===== src/rtl/fft_param_seq.sv =====
// Radix-2 FFT butterfly scheduler: validates the run parameters, then walks every stage/butterfly.
// Optional RUN-phase cycle budget is compiled in with FFT_SEQ_TIMEOUT_EN.
//
// state   | meaning
// IDLE    | waiting for start; parameters latched on start
// CHECK   | latched parameters validated, counters cleared
// RUN     | issuing butterfly commands, advancing on bf_valid & bf_ready
// DONE    | one-cycle completion pulse
module fft_param_seq (
    input  logic        clk,
    input  logic        rst,
    input  logic        start,
    input  logic [3:0]  stage_number,
    input  logic [11:0] max_point_fft,
    input  logic [15:0] max_point_fft_core,
    output logic        bf_valid,
    input  logic        bf_ready,
    output logic [11:0] addr_a,
    output logic [11:0] addr_b,
    output logic [10:0] tw_idx,
    output logic [3:0]  stage_idx,
    output logic        busy,
    output logic        done,
    output logic        param_err,
    output logic        timeout
);

    typedef enum logic [1:0] {S_IDLE, S_CHECK, S_RUN, S_DONE} state_t;

    state_t      state;
    logic [3:0]  stg_n;
    logic [11:0] n_pts;
    logic        prm_ok;
    logic [3:0]  s_cnt;
    logic [10:0] b_cnt;

    logic        in_ok;
    logic        to_hit;
    logic        adv;
    logic        last_b;
    logic        last_s;
    logic [11:0] half_m1;
    logic [10:0] mask;
    logic [10:0] b_lo;
    logic [11:0] hi;
    logic [11:0] a_c;

`ifdef FFT_SEQ_TIMEOUT_EN
    logic [15:0] budget;
    logic [15:0] cyc_cnt;
    assign to_hit = (state == S_RUN) && (budget != 16'd0) && (cyc_cnt == budget);
`else
    // Without the timeout option the budget input has no effect.
    logic unused_core;
    assign unused_core = ^max_point_fft_core;
    assign to_hit      = 1'b0;
`endif

    assign in_ok   = (stage_number != 4'd0) && (stage_number <= 4'd11) &&
                     (max_point_fft == (12'd1 << stage_number));
    assign half_m1 = (n_pts >> 1) - 12'd1;
    assign last_b  = ({1'b0, b_cnt} == half_m1);
    assign last_s  = (s_cnt == stg_n - 4'd1);
    assign adv     = bf_valid && bf_ready;

    always_ff @(posedge clk) begin
        if (rst) begin
            state  <= S_IDLE;
            stg_n  <= 4'd0;
            n_pts  <= 12'd0;
            prm_ok <= 1'b0;
            s_cnt  <= 4'd0;
            b_cnt  <= 11'd0;
`ifdef FFT_SEQ_TIMEOUT_EN
            budget  <= 16'd0;
            cyc_cnt <= 16'd0;
`endif
        end else begin
            case (state)
                S_IDLE: begin
                    if (start) begin
                        stg_n  <= stage_number;
                        n_pts  <= max_point_fft;
                        prm_ok <= in_ok;
`ifdef FFT_SEQ_TIMEOUT_EN
                        budget <= max_point_fft_core;
`endif
                        state  <= S_CHECK;
                    end
                end
                S_CHECK: begin
                    s_cnt <= 4'd0;
                    b_cnt <= 11'd0;
`ifdef FFT_SEQ_TIMEOUT_EN
                    cyc_cnt <= 16'd0;
`endif
                    state <= prm_ok ? S_RUN : S_IDLE;
                end
                S_RUN: begin
`ifdef FFT_SEQ_TIMEOUT_EN
                    cyc_cnt <= cyc_cnt + 16'd1;
`endif
                    if (to_hit) begin
                        state <= S_IDLE;
                    end else if (adv) begin
                        if (last_b) begin
                            b_cnt <= 11'd0;
                            if (last_s) state <= S_DONE;
                            else        s_cnt <= s_cnt + 4'd1;
                        end else begin
                            b_cnt <= b_cnt + 11'd1;
                        end
                    end
                end
                S_DONE:  state <= S_IDLE;
                default: state <= S_IDLE;
            endcase
        end
    end

    // Butterfly b of stage s pairs the element at a_c with its partner 2^s above.
    assign mask = (11'd1 << s_cnt) - 11'd1;
    assign b_lo = b_cnt & mask;
    assign hi   = ({1'b0, b_cnt} >> s_cnt) << (s_cnt + 4'd1);
    assign a_c  = hi | {1'b0, b_lo};

    always_comb begin
        bf_valid  = 1'b0;
        addr_a    = 12'd0;
        addr_b    = 12'd0;
        tw_idx    = 11'd0;
        stage_idx = 4'd0;
        if (state == S_RUN) begin
            bf_valid  = !to_hit;
            addr_a    = a_c;
            addr_b    = a_c + (12'd1 << s_cnt);
            tw_idx    = b_lo << (stg_n - 4'd1 - s_cnt);
            stage_idx = s_cnt;
        end
    end

    assign busy      = (state != S_IDLE);
    assign done      = (state == S_DONE);
    assign param_err = (state == S_CHECK) && !prm_ok;
    assign timeout   = to_hit;

endmodule


===== config.mk =====
export PLATFORM = sky130hd
export DESIGN_NAME = fft_param_seq
export DESIGN_NICKNAME = d
export VERILOG_FILES = /design/src/rtl/fft_param_seq.sv
export SDC_FILE = /design/constraint.sdc
export NUM_CORES = 1
export LEC_CHECK = 0
export ABC_CLOCK_PERIOD_IN_PS = 14660
export CAP_MARGIN = 20
export CORE_MARGIN = 2
export CORE_UTILIZATION = 40
export CTS_BUF_LIST = sky130_fd_sc_hd__clkbuf_8
export DETAILED_ROUTE_END_ITERATION = 8
export PLACE_DENSITY_LB_ADDON = 0.08
export SLEW_MARGIN = 15
export SYNTH_ARGS = -nofsm -noshare
export SYNTH_HDL_FRONTEND = slang
export SYNTH_SLANG_ARGS = --single-unit

===== constraint.sdc =====
create_clock -name clk -period 14.66 [get_ports clk]
set_input_delay 2.932 -clock clk [delete_from_list [all_inputs] [get_ports clk]]
set_output_delay 2.932 -clock clk [all_outputs]
set_load 0.05 [all_outputs]

---- Yosys cells after proc, flatten, opt, wreduce, memory -nomap -nowiden ----
Cells that the tools add are included.
Widths: inputs -> output; s select.
operators by class
  add/sub/neg operators ................... 7
  $lt $le $gt $ge ......................... 1
  equality and inequality tests ........... 11
  shift operators ......................... 6
  mux-type cells .......................... 18
  bitwise operators ....................... 2
  reductions and logical operators ........ 13
operator list
  kind                   count
  $mux 11                3
  $mux 12                2
  $shl 1x4->12 const A   2
  $pmux 11 s2            1
  $mux 4                 4
  $add 12x12->12         1
  $eq 11x12->1           1
  $eq 12x12->1           1
  $or 12x11->12          1
  $shl 12x4->12          1
  $shr 11x4->12          1
  $sub 11x1->12 const B  1
  $add 11x1->11 const B  1
  $and 11x11->11         1
  $shl 1x4->11 const A   1
  $shl 11x4->11          1
  $sub 11x1->11 const B  1
  $mux 2                 5
  $ne 2x2->1 const B     5
  $pmux 2 s4             1
  $pmux 4 s2             1
  $reduce_and 4->1       2
  $add 4x1->4 const B    1
  $eq 2x2->1 const B     2
  12 further kinds       17
storage, ports and cells
  register bits ........................... 34
  bits of input ports ..................... 36
  output and inout bits ................... 44

---- Depth between registers and ports, before layout ----
  word-level depth ........................ 6
  depth in mapped cells ................... 21

---- Worst setup path before layout ----
No wires, ideal clock.
  path kind ............................... register -> output
  from .................................... reg s_cnt[1]
  to ...................................... out addr_b[10]
  arrival ................................. 4.767 ns
  setup slack ............................. 6.961 ns
  stages on the path, launching flop included .. 21
  path buffers ............................ 4
  cells stage by stage .................... dfxtp_1 -> buf_4 -> buf_4 -> clkbuf_1 -> inv_1 -> ha_1 -> clkbuf_1 -> nand2_1 -> ha_1 -> inv_1 -> o311ai_0 -> o31ai_1 -> a22o_1 -> nand2_1 -> o221ai_1 -> ha_1 -> or2_2 -> a21oi_1 -> a211oi_1 -> o21a_1 -> nor3_1
on the way
  longest elaborated chain between the ends .. 6
  elaborated cells on any way between the ends .. 10
  classes of those cells .................. 3 x add/sub; 4 x shift; 1 x mux; 2 x bitwise
RTL lines
  element                   RTL line  text
  start: declaration        34        logic [3:0] s_cnt;
  start signal: assignment  109       else s_cnt <= s_cnt + 4'd1;
  $shl 1x4->11              122       assign mask = (11'd1 << s_cnt) - 11'd1;
  $sub 11x1->11             122
  $and 11x11->11            123       assign b_lo = b_cnt & mask;
  $or 12x11->12             125       assign a_c = hi | {1'b0, b_lo};
  $add 12x12->12 (*)        136       addr_b = a_c + (12'd1 << s_cnt);
  $mux 12 (*)               133       if (state == S_RUN) begin
  end: declaration          19        output logic [11:0] addr_b,
Mark *: on every way between the ends. The rest lies on a longest branch, timed or not.

---- Worst setup path in the final report ----
  from .................................... reg s_cnt[0]
  to ...................................... out addr_b[10]
The elaborated chain is that of the path after synthesis.

==> impl_results.md <==
* Vias in the first global route at roughly 4700
* Crit end category: output pin
* Final period utilization at 0.609
* Cell type with the highest aggregate area in the netlist: sky130_fd_sc_hd__dfxtp_1
* Setup repair after global routing missed its margin: no
* Share of the yosys chip area belonging to registers at 0.141
* Switch share at 0.321
* PwrDens at between 40 and 50 nW/um^2
* Clock buffer count from CTS at 5
* FF-to-FF path depth at 7
* Setup-failing EPs final at 0
* Avg Synthesized Cell Area at roughly 7 sq um
* Number of placed instances with taps included at around 820
* Number of hold buffers added after CTS at 0
* Nets in the synthesized netlist at between 700 and 800
* Number of sinks handled by clock tree synthesis at 33
* ANT cells at 0
* Global-route wire length before repair at roughly 23000 um
* Share of final-layout standard cells stronger than drive strength 1 at 0.0538
* Clock share of power at 0.323
* Antenna Violating Nets Remaining at 0
* Placer's final routability congestion estimate at 0.891
* Net Sw Power at 0.0000730 W
* Worst slack on hold paths at between 0.4 and 0.5 ns
* Max Transition Viols Final at 0
* 1st-iter DRT viols at between 300 and 400
* Slack of the worst reg-to-reg path at 11.49 ns
* Worst Skew at 0.0122 ns
* Leakage Power at between 1.5 and 2 nW
* WS Path Type: reg2out
* DRC violation count after routing at 0
* Slew @ Worst Pin at approximately 1 ns
* Number of buffers inserted to repair setup after CTS at 0
* Worst rel slew slack at 0.314
* Highest fanout seen on the critical path at 35
* Via Count at 4962
* Setup crit start kind: register
* Largest cells by area after synthesis: sky130_fd_sc_hd__dfxtp_1, sky130_fd_sc_hd__ha_1, sky130_fd_sc_hd__a21oi_1
* Hold violation count in the final report at 0
* Area growth from synthesis to layout at 14.2%
* Die height at around 110 um
* Unique masters post-synth at 79
* Internal power at around 0.00015 W
* Non-filler cells in the finished layout at between 800 and 900
* Mapped Cells at 662
* Hold EP: stg_n[3]$_SDFFE_PP0P_
* Max-cap violation count at 0
* Count of synthesis-stage warnings from yosys at 0
* Max Freq at between 100 and 150 MHz
* Number of enable-type register cells in the synthesized netlist at 0
* Hold Startpoint: stg_n[3]$_SDFFE_PP0P_
* Detailed Route WL at between 10000 and 15000 um
* Placed wire-length estimate at between 10000 and 15000 um
* Setup tns final at 0 ns
* Worst-Skew Late Latency at approximately 0.3 ns
* Reg-to-reg critical path startpoint: b_cnt[7]$_SDFFE_PP0P_
* Most frequent cells in the layout: sky130_fd_sc_hd__nand2_1, sky130_fd_sc_hd__nor2_1, sky130_fd_sc_hd__clkdlybuf4s50_1, sky130_fd_sc_hd__a21oi_1, sky130_fd_sc_hd__dfxtp_1
* Placement Rows at 39
* Hold Path Stages at 2
* Reg-to-reg endpoint: s_cnt[0]$_SDFFE_PP0P_
* Most frequent standard cell in the layout excluding fill and tap cells: sky130_fd_sc_hd__nand2_1
* Initial antenna violation count at 0
* Largest net degree at the start of global routing at 36
* Clock transition time at the flip-flop clock pins of the worst setup and hold paths at 0.07 ns
* Routed length per placed instance at approximately 17 um
* Number of synthesized register bits at 33
* Power share of the sequential group at 0.420
* Worst slack at placement at just over 6 ns
* Master cell of the clock root buffer: sky130_fd_sc_hd__clkbuf_8
* Average vias per placed instance at roughly 6.0
* IO Pins at 80
* Cell area after synthesis at about 4700 sq um
* Outcome: complete, no violations
* Highest ir drop seen on vdd at 0.0000468 V
* Crit path setup slack, layout at between 5 and 6 ns
* Buffer levels on the longest clock path at 2
* Total track usage at 0.222
* Clock tree from TritonCTS: yes
* Comb pwr share at 0.257
* Core footprint at about 11000 sq um
* Minimum clock period at 8.92 ns
* Cts repair resizes at 0
* Net total in the final layout at about 750
* Top-area cell type share of the netlist area at 0.141
* FFs w/ async S/R, synth at 0
* Die Wd at around 110 um
* DRT Pass-1 Iters at 5
* Count of input and output buffers at 62
* Die Area at 12600 sq um
* Starting density of the core at 0.410
* Overflow left after global routing at 0
* WP data required at 11.73 ns
* Top_reg_cell synth: sky130_fd_sc_hd__dfxtp_1
* Number of H-tree branching levels at 2
* Fillers at between 1000 and 1500
* Kind of path behind the tightest hold check: reg2reg
* Critical path arrival at 5.99 ns
state kept, by name, summed over array words and instances, names as in the netlist, named ones only:
| name | cells |
|---|---|
| stg_n | 4 |
| n_pts | 11 |
| s_cnt | 4 |
| prm_ok | 1 |
| b_cnt | 11 |
| state | 1 |
kinds of logic after synthesis:
group | Yosys count | share of synthesized area
multiplexers | 29 | 0.0794
AO/OA/AOI/OAI | 189 | 0.268
flip-flops | 33 | 0.141
adder cells (fa/ha/maj) | 26 | 0.0727
AND/OR/NAND/NOR | 268 | 0.286
XOR/XNOR | 39 | 0.0730
other | 1 | 0.000801
buffers and inverters | 77 | 0.0791
Yosys cell counts (7+ instances only):
cell	count
sky130_fd_sc_hd__xor2_1	16
sky130_fd_sc_hd__a21oi_1	54
sky130_fd_sc_hd__nand2b_1	14
sky130_fd_sc_hd__nand2_1	69
sky130_fd_sc_hd__xnor2_1	23
sky130_fd_sc_hd__clkbuf_1	28
sky130_fd_sc_hd__nor3_1	25
sky130_fd_sc_hd__inv_1	27
sky130_fd_sc_hd__nand3_1	22
sky130_fd_sc_hd__mux2i_1	18
sky130_fd_sc_hd__a31oi_1	13
sky130_fd_sc_hd__a21o_1	7
sky130_fd_sc_hd__nor2b_1	16
sky130_fd_sc_hd__dfxtp_1	33
sky130_fd_sc_hd__buf_4	7
sky130_fd_sc_hd__and2_1	17
sky130_fd_sc_hd__nor2_1	64
sky130_fd_sc_hd__o21ai_0	32
sky130_fd_sc_hd__a211oi_1	9
sky130_fd_sc_hd__ha_1	24
worst max path at each step:
stage / startpoint / to / slack [ns] / cells past startpoint
2_1_floorplan: s_cnt[1]$_SDFFE_PP0P_ / addr_b[10] / 6.96 / 20
3_3_place_gp: s_cnt[0]$_SDFFE_PP0P_ / addr_b[10] / 6.15 / 18
3_5_place_dp: s_cnt[0]$_SDFFE_PP0P_ / addr_b[10] / 6.08 / 18
4_1_cts: s_cnt[0]$_SDFFE_PP0P_ / addr_b[10] / 5.75 / 18
5_1_grt: s_cnt[0]$_SDFFE_PP0P_ / addr_b[10] / 5.35 / 18
6_report: s_cnt[0]$_SDFFE_PP0P_ / addr_b[10] / 5.74 / 18
stage by stage:
step / area, sq um / total power (W) / util
2_1_floorplan: 4680 / 0.000140 / -
3_3_place_gp: 5250 / 0.000154 / 0.460
3_5_place_dp: 5250 / 0.000156 / 0.460
4_1_cts: 5340 / 0.000231 / 0.468
5_1_grt: 5340 / 0.000240 / 0.468
6_report: 5340 / 0.000228 / 0.468
critical path, cell delays in order (launching register included):
cell and delay, ns:
sky130_fd_sc_hd__dfxtp_1 0.31, sky130_fd_sc_hd__buf_4 0.37, sky130_fd_sc_hd__inv_1 0.39, sky130_fd_sc_hd__ha_1 0.63, sky130_fd_sc_hd__inv_1 0.38, sky130_fd_sc_hd__nand2_1 0.13, sky130_fd_sc_hd__or3_1 0.42, sky130_fd_sc_hd__o21ai_0 0.28
sky130_fd_sc_hd__ha_1 0.24, sky130_fd_sc_hd__inv_1 0.06, sky130_fd_sc_hd__fa_1 0.40, sky130_fd_sc_hd__nor2b_1 0.17, sky130_fd_sc_hd__o21ai_0 0.12, sky130_fd_sc_hd__a21oi_1 0.20, sky130_fd_sc_hd__o21ai_0 0.16, sky130_fd_sc_hd__a211oi_1 0.33
sky130_fd_sc_hd__nor3_1 0.08, sky130_fd_sc_hd__nor3_1 0.17, sky130_fd_sc_hd__clkdlybuf4s50_1 0.83
routing by layer:
layer  track usage  vias to the layer above  wire length, um
li1              -                     2440                -
met1         0.275                     2345             6210
met2         0.406                      149             7100
met3        0.0184                       28              593
met4        0.0772                        0              367
met5             0                        -                0
power by group through the flow:
stage | sequential, W | combinational (W) | clock (W)
after global routing | 0.0000961 | 0.0000645 | 0.0000796
final | 0.0000956 | 0.0000585 | 0.0000735
after CTS | 0.0000957 | 0.0000583 | 0.0000765
after detailed placement | 0.0000978 | 0.0000582 | 0
after floorplan | 0.0000968 | 0.0000431 | 0
after global placement | 0.0000977 | 0.0000563 | 0
cell type report:
type                            count  area, sq um  share of cell area
Multi-Input combinational cell    552         3650               0.683
Sequential cell                    33          661               0.124
Timing Repair Buffer               66          651               0.122
Tap cell                          143          179              0.0335
Inverter                           29          109              0.0204
Clock buffer                        6         82.6              0.0155
Clock inverter                      2         13.8             0.00258
Power figures use the tool's default switching activity.
